<file path="config.mk">
export PLATFORM = sky130hd
export DESIGN_NAME = uart_tx_arb
export DESIGN_NICKNAME = d
export VERILOG_FILES = /design/src/rtl/uart_pkg.sv /design/src/rtl/rr_pick.sv /design/src/rtl/uart_tx_arb.sv
export SDC_FILE = /design/constraint.sdc
export NUM_CORES = 1
export LEC_CHECK = 0
export CORE_ASPECT_RATIO = 1.1
export CORE_MARGIN = 4
export CORE_UTILIZATION = 45
export CTS_CLUSTER_DIAMETER = 80
export CTS_CLUSTER_SIZE = 28
export DETAILED_ROUTE_END_ITERATION = 16
export GPL_TIMING_DRIVEN = 1
export PLACE_DENSITY = 0.78
export SYNTH_ARGS = -nofsm -noshare
export SYNTH_HDL_FRONTEND = slang
export SYNTH_SLANG_ARGS = --single-unit
</file>
<file path="constraint.sdc">
create_clock -name clk -period 2.1 [get_ports clk]
set_input_delay 0.42 -clock clk [delete_from_list [all_inputs] [get_ports clk]]
set_output_delay 0.42 -clock clk [all_outputs]
set_load 0.01 [all_outputs]
</file>
<file path="src/rtl/uart_pkg.sv">
// Shared definitions for the UART transmit arbiter: FSM encoding, default
// CTS timeout and an index-width helper.
package uart_pkg;

    typedef enum logic [1:0] {
        IDLE     = 2'd0,
        WAIT_CTS = 2'd1,
        SEND     = 2'd2,
        BUSY     = 2'd3
    } uart_state_t;

    localparam int CTS_TIMEOUT_DEFAULT = 1023;

    // Width of an index into n requesters; never below one bit.
    function automatic int idx_width(input int n);
        return (n > 1) ? $clog2(n) : 1;
    endfunction

endpackage

</file>
<file path="src/rtl/rr_pick.sv">
// Combinational round-robin pick: first set req bit at or above ptr, with wrap.
module rr_pick
    import uart_pkg::*;
#(
    parameter int N_REQ = 4,
    parameter int PW    = idx_width(N_REQ)
) (
    input  logic [N_REQ-1:0] req,
    input  logic [PW-1:0]    ptr,
    output logic [N_REQ-1:0] onehot,
    output logic [PW-1:0]    idx
);

    localparam int SW = PW + 1;

    logic [PW-1:0]    cand_idx [N_REQ];
    logic [N_REQ-1:0] cand_hit;

    // Candidate gi is the requester gi positions above ptr, modulo N_REQ.
    genvar gi;
    generate
        for (gi = 0; gi < N_REQ; gi++) begin : g_cand
            logic [SW-1:0] sum;
            assign sum          = {1'b0, ptr} + SW'(gi);
            assign cand_idx[gi] = (sum >= SW'(N_REQ)) ? PW'(sum - SW'(N_REQ)) : PW'(sum);
            assign cand_hit[gi] = req[cand_idx[gi]];
        end
    endgenerate

    always_comb begin
        idx    = '0;
        onehot = '0;
        for (int k = N_REQ - 1; k >= 0; k--) begin
            if (cand_hit[k]) begin
                idx = cand_idx[k];
            end
        end
        if (|cand_hit) begin
            onehot[idx] = 1'b1;
        end
    end

endmodule

</file>
<file path="src/rtl/uart_tx_arb.sv">
// Round-robin arbiter sharing one UART transmitter among N_REQ requesters,
// with RTS/CTS handshaking and a bounded wait for CTS.
module uart_tx_arb
    import uart_pkg::*;
#(
    parameter int N_REQ       = 4,
    parameter int CTS_TIMEOUT = CTS_TIMEOUT_DEFAULT
) (
    input  logic               clk,
    input  logic               rst,
    input  logic [N_REQ-1:0]   req,
    input  logic [8*N_REQ-1:0] req_data,
    output logic [N_REQ-1:0]   ack,
    output logic [N_REQ-1:0]   err,
    output logic [N_REQ-1:0]   grant,
    output logic               rts_n,
    input  logic               cts_n,
    output logic               tx_start,
    output logic [7:0]         tx_data,
    input  logic               tx_done
);

    localparam int PW = idx_width(N_REQ);
    localparam int TW = $clog2(CTS_TIMEOUT + 1);
    localparam logic [TW-1:0] TIMER_LIMIT = TW'(CTS_TIMEOUT);
    localparam logic [PW-1:0] LAST_IDX    = PW'(N_REQ - 1);

    uart_state_t      state_reg,   state_next;
    logic [N_REQ-1:0] grant_reg,   grant_next;
    logic [PW-1:0]    owner_reg,   owner_next;
    logic [PW-1:0]    ptr_reg,     ptr_next;
    logic [TW-1:0]    timer_reg,   timer_next;
    logic [7:0]       tx_data_reg, tx_data_next;
    logic             rts_n_reg,   rts_n_next;
    logic [N_REQ-1:0] ack_reg,     ack_next;
    logic [N_REQ-1:0] err_reg,     err_next;

    logic [N_REQ-1:0] pick_onehot;
    logic [PW-1:0]    pick_idx;
    logic [PW-1:0]    owner_inc;
    logic [7:0]       req_byte [N_REQ];

    genvar gi;
    generate
        for (gi = 0; gi < N_REQ; gi++) begin : g_byte
            assign req_byte[gi] = req_data[8*gi +: 8];
        end
    endgenerate

    rr_pick #(
        .N_REQ (N_REQ),
        .PW    (PW)
    ) u_pick (
        .req    (req),
        .ptr    (ptr_reg),
        .onehot (pick_onehot),
        .idx    (pick_idx)
    );

    // Search restarts just past whoever finished last, whether by ack or err.
    assign owner_inc = (owner_reg == LAST_IDX) ? '0 : owner_reg + PW'(1);

    always_comb begin
        state_next   = state_reg;
        grant_next   = grant_reg;
        owner_next   = owner_reg;
        ptr_next     = ptr_reg;
        timer_next   = timer_reg;
        tx_data_next = tx_data_reg;
        rts_n_next   = rts_n_reg;
        ack_next     = '0;
        err_next     = '0;
        case (state_reg)
            IDLE: begin
                if (|req) begin
                    grant_next   = pick_onehot;
                    owner_next   = pick_idx;
                    tx_data_next = req_byte[pick_idx];
                    rts_n_next   = 1'b0;
                    timer_next   = '0;
                    state_next   = WAIT_CTS;
                end
            end
            WAIT_CTS: begin
                if (!cts_n) begin
                    state_next = SEND;
                end else if (timer_reg == TIMER_LIMIT) begin
                    err_next   = grant_reg;
                    rts_n_next = 1'b1;
                    grant_next = '0;
                    ptr_next   = owner_inc;
                    state_next = IDLE;
                end else begin
                    timer_next = timer_reg + TW'(1);
                end
            end
            SEND: begin
                state_next = BUSY;
            end
            BUSY: begin
                if (tx_done) begin
                    ack_next   = grant_reg;
                    rts_n_next = 1'b1;
                    grant_next = '0;
                    ptr_next   = owner_inc;
                    state_next = IDLE;
                end
            end
            default: begin
                state_next = IDLE;
            end
        endcase
    end

    always_ff @(posedge clk or posedge rst) begin
        if (rst) begin
            state_reg   <= IDLE;
            grant_reg   <= '0;
            owner_reg   <= '0;
            ptr_reg     <= '0;
            timer_reg   <= '0;
            tx_data_reg <= '0;
            rts_n_reg   <= 1'b1;
            ack_reg     <= '0;
            err_reg     <= '0;
        end else begin
            state_reg   <= state_next;
            grant_reg   <= grant_next;
            owner_reg   <= owner_next;
            ptr_reg     <= ptr_next;
            timer_reg   <= timer_next;
            tx_data_reg <= tx_data_next;
            rts_n_reg   <= rts_n_next;
            ack_reg     <= ack_next;
            err_reg     <= err_next;
        end
    end

    assign grant    = grant_reg;
    assign ack      = ack_reg;
    assign err      = err_reg;
    assign rts_n    = rts_n_reg;
    assign tx_data  = tx_data_reg;
    assign tx_start = (state_reg == SEND);

endmodule

</file>
==> impl_metrics.py <==
metrics = {
    "run_status": {
        "run_status": "complete, no violations",
    },
    "die": {
        "floorplan_die_area_sq_um": 5430,
        "initial_utilization_pct": 47.8,
        "fp.dieW_um": 70.6,
        "number_of_rows_in_the_core_area": 24,
        "fp.coreArea_sq_um": 4050,
        "height_of_the_die_um": 76.9,
        "top_level_ports": 62,
    },
    "logic_synthesis": {
        "synth.ff_latch_count": 37,
        "synth_top_family_by_area": "simple AND/OR/NAND/NOR gates",
        "synth_area_sq_um": 1940,
        "synth_xor_xnor_area_share_pct": 3.61,
        "synth_fp_nets": 225,
        "post_synth_and_or_nand_nor_area_fraction_pct": 23.9,
        "synthesis.instances": 183,
        "synth.top_cell.area_share_pct": 46.5,
        "netlist.top_cell.by_area": "sky130_fd_sc_hd__dfrtp_1",
        "syn-mean-instance-area_sq_um": 10.6,
        "multiplexer_share_of_the_synthesized_area_pct": 8.84,
        "synth.area.top_cells": "sky130_fd_sc_hd__dfrtp_1 (46%), sky130_fd_sc_hd__mux2i_1 (8.3%), sky130_fd_sc_hd__o221ai_1 (3.6%), sky130_fd_sc_hd__xnor2_1 (3.2%), sky130_fd_sc_hd__nand2_1 (3.1%)",
        "adder_cell_fraction_of_synth_area_pct": 1.29,
        "ys_warn_count": 0,
        "synth.yosys.seq_area_share_pct": 47.8,
        "yosys.cell_types.count": 46,
        "synth-compound-area-share_pct": 11.0,
    },
    "global_route": {
        "grt_antenna_before_repair": 0,
        "gr-max-usage-layer": "met2",
        "grt_use_met3_pct": 6.14,
        "grt_overflow_total": 0,
        "grt_start_max_net_pins": 38,
        "globalRouteTotalUtil_pct": 16.9,
        "grt_pass1_wl_mm": 7.35,
        "grt.met2_usage_pct": 25.9,
        "grt_pass1_vias": 1535,
        "global_route_track_usage_on_met1_pct": 22.4,
    },
    "timing": {
        "worst_clock_skew_ps": 5.18,
        "min_period_over_period_pct": 95.6,
        "worst_slack_ps": 91.5,
        "slew_headroom_pct": 69.5,
        "report.final.hold_viol_count": 0,
        "finalSetupViolCount": 0,
        "period_needed_ps": 2010,
        "rsz_0062_raised_after_global_routing": "false",
        "timing.final.max_slew_violations": 0,
        "fmax_mhz": 498,
        "tightestPinTransition_ps": 457,
        "fin_worst_hold_slack_ps": 463,
    },
    "clock_network": {
        "clockRootBuffer": "sky130_fd_sc_hd__clkbuf_8",
        "cts_post_setup_buffers_inserted": 0,
        "cts_tree": "built",
        "cts.htree.levels": 2,
        "clk_pin_slew_worst_paths_ps": 80,
        "clock_buffers_created_by_tritoncts": 5,
        "clk_latency_worst_skew_pair_ps": 290,
        "clock-sinks": 37,
        "ctsLongestPathBuffers": 2,
        "cts_hold_buf": 0,
        "post_cts_resized": 0,
    },
    "route": {
        "initialDrtViolationCount": 88,
        "route.detailed.wl_per_inst_um": 14.1,
        "detail-route-antenna-nets": 0,
        "dr.pass1.iters": 5,
        "remaining_drc_errors": 0,
        "routed_wire_length_mm": 4.33,
        "dr_total_vias": 1640,
        "vias_per_cell": 5.34,
    },
    "pwr": {
        "net_switching_fraction_of_the_power_pct": 34.7,
        "power.share.clock_pct": 21.3,
        "power_density_nw_per_um2": 1070,
        "vdd_drop_max_mv": 0.713,
        "power_frac_seq_pct": 37.9,
        "power.static_leakage_nw": 1.25,
        "power_switching_mw": 1.02,
        "combPwrFrac_pct": 40.8,
        "cell_internal_pwr_mw": 1.93,
    },
    "hold_path": {
        "timing.hold.worst.class": "register to register",
    },
    "worst_setup_path": {
        "path_class": "register to primary output",
        "worst_setup_start_kind": "register",
        "timing.critical_path.slowest_stage_cell": "sky130_fd_sc_hd__clkdlybuf4s50_1",
        "critical_path_at_ps": 1590,
        "slowest_delay_ps": 520,
        "cp.required_ps": 1680,
        "timing.critical_path.fanout_max": 9,
        "setup.worst_path.end_class": "primary output",
        "timing.critical_path.cells": "and2b_2 > clkdlybuf4s50_1",
    },
    "flow_run": {
        "max_cap_viol_count": 0,
    },
    "finish": {
        "area_growth_pct": 42.8,
        "mostFrequentLayoutCell": "sky130_fd_sc_hd__clkdlybuf4s50_1",
        "multi_input_area_sq_um": 945,
        "largest_reg_flops": 10,
        "register_area_sq_um": 927,
        "nNetsFinal": 296,
        "diodes": 0,
        "num-fill-cells": 338,
        "layout.cells.most_common_list": "sky130_fd_sc_hd__clkdlybuf4s50_1 (61), sky130_fd_sc_hd__dfrtp_1 (36), sky130_fd_sc_hd__nand2_1 (16), sky130_fd_sc_hd__mux2i_1 (16), sky130_fd_sc_hd__nor2_1 (12)",
        "final_core_utilization_pct": 68.3,
        "drive_above_1_share_pct": 13.3,
    },
    "placed_design": {
        "number_of_buffers_added_on_ports": 61,
        "pre_cts_slack_ps": -109,
        "place.gp.congestion": 0.849,
        "dpl.hpwl_mm": 3.19,
    },
}
cells by family after synthesis:
group           after synthesis
simple gates                 76
flops                        37
compound gates               30
mux                          17
buf+inv                      13
xor+xnor                      8
fa+ha+maj                     2
layout make-up:
class,instances,share of cell area (%)
Sequential cell,37,33.5
Inverter,7,0.949
Clock buffer,5,2.49
Timing Repair Buffer,70,24.9
Multi-Input combinational cell,133,34.1
Clock inverter,3,1.67
Tap cell,52,2.35
worst max-delay path: cells and delay by family, from the launching register on:
family | cells | cell delay, ps
simple gates | 1 | 260
flops | 1 | 510
buf+inv | 1 | 520
cells in the mapped netlist, drive strengths merged:
library cell,count
xnor2,7
o22ai,2
nor2,14
o21ai,7
nand2b,2
or3,1
nor4,5
o31ai,2
nand2,18
inv,7
mux2,1
and2b,1
and2,8
or4,1
nor2b,1
a22oi,1
a21o,2
and4,2
nor3,6
mux2i,16
buf,6
or2b,1
nand3b,1
and3,2
or2,1
nand3,9
nand4,2
xor2,1
a21oi,6
dfstp,1
dfrtp,36
o41ai,1
and3b,1
o221ai,8
a211o,1
ha,2
power groups by stage:
stage | combinational (mW) | clock (mW) | sequential, mW
2_1_floorplan | 0.707 | 0 | 1.10
3_3_place_gp | 1.20 | 0 | 1.12
3_5_place_dp | 1.22 | 0 | 1.12
4_1_cts | 1.22 | 0.640 | 1.12
5_1_grt | 1.33 | 0.671 | 1.15
6_report | 1.20 | 0.629 | 1.12
path summary, 6_finish.rpt:
path | to | slack, ps | cells after the start | startpoint
worst min register to register | rts_n | 460 | 2 | rts_n
max in group asynchronous | rts_n | 1220 | 3 | rst
worst max-delay path | tx_start | 90 | 2 | state_reg[0]
min in group asynchronous | ack[0] | 530 | 3 | rst
worst max register to register | timer_reg[9] | 280 | 5 | state_reg[0]
worst min-delay path | rts_n | 460 | 2 | rts_n
per-stage QoR:
stage | total power [mW] | cells | area (sq um) | setup TNS [ps]
4_1_cts | 2.98 | 307 | 2770 | 0
3_3_place_gp | 2.32 | 299 | 2650 | -430
2_1_floorplan | 1.81 | 183 | 1940 | 0
6_report | 2.95 | 307 | 2770 | 0
3_5_place_dp | 2.34 | 299 | 2650 | -866
5_1_grt | 3.16 | 307 | 2770 | 0
routing by layer:
layer  routed length (um)  part of all wire [%]
met5                    0                     0
met4                   73                   1.7
met3                  460                    11
met2                 2010                    46
met1                 1780                    41
No activity file was read; power rests on OpenSTA's default activity.
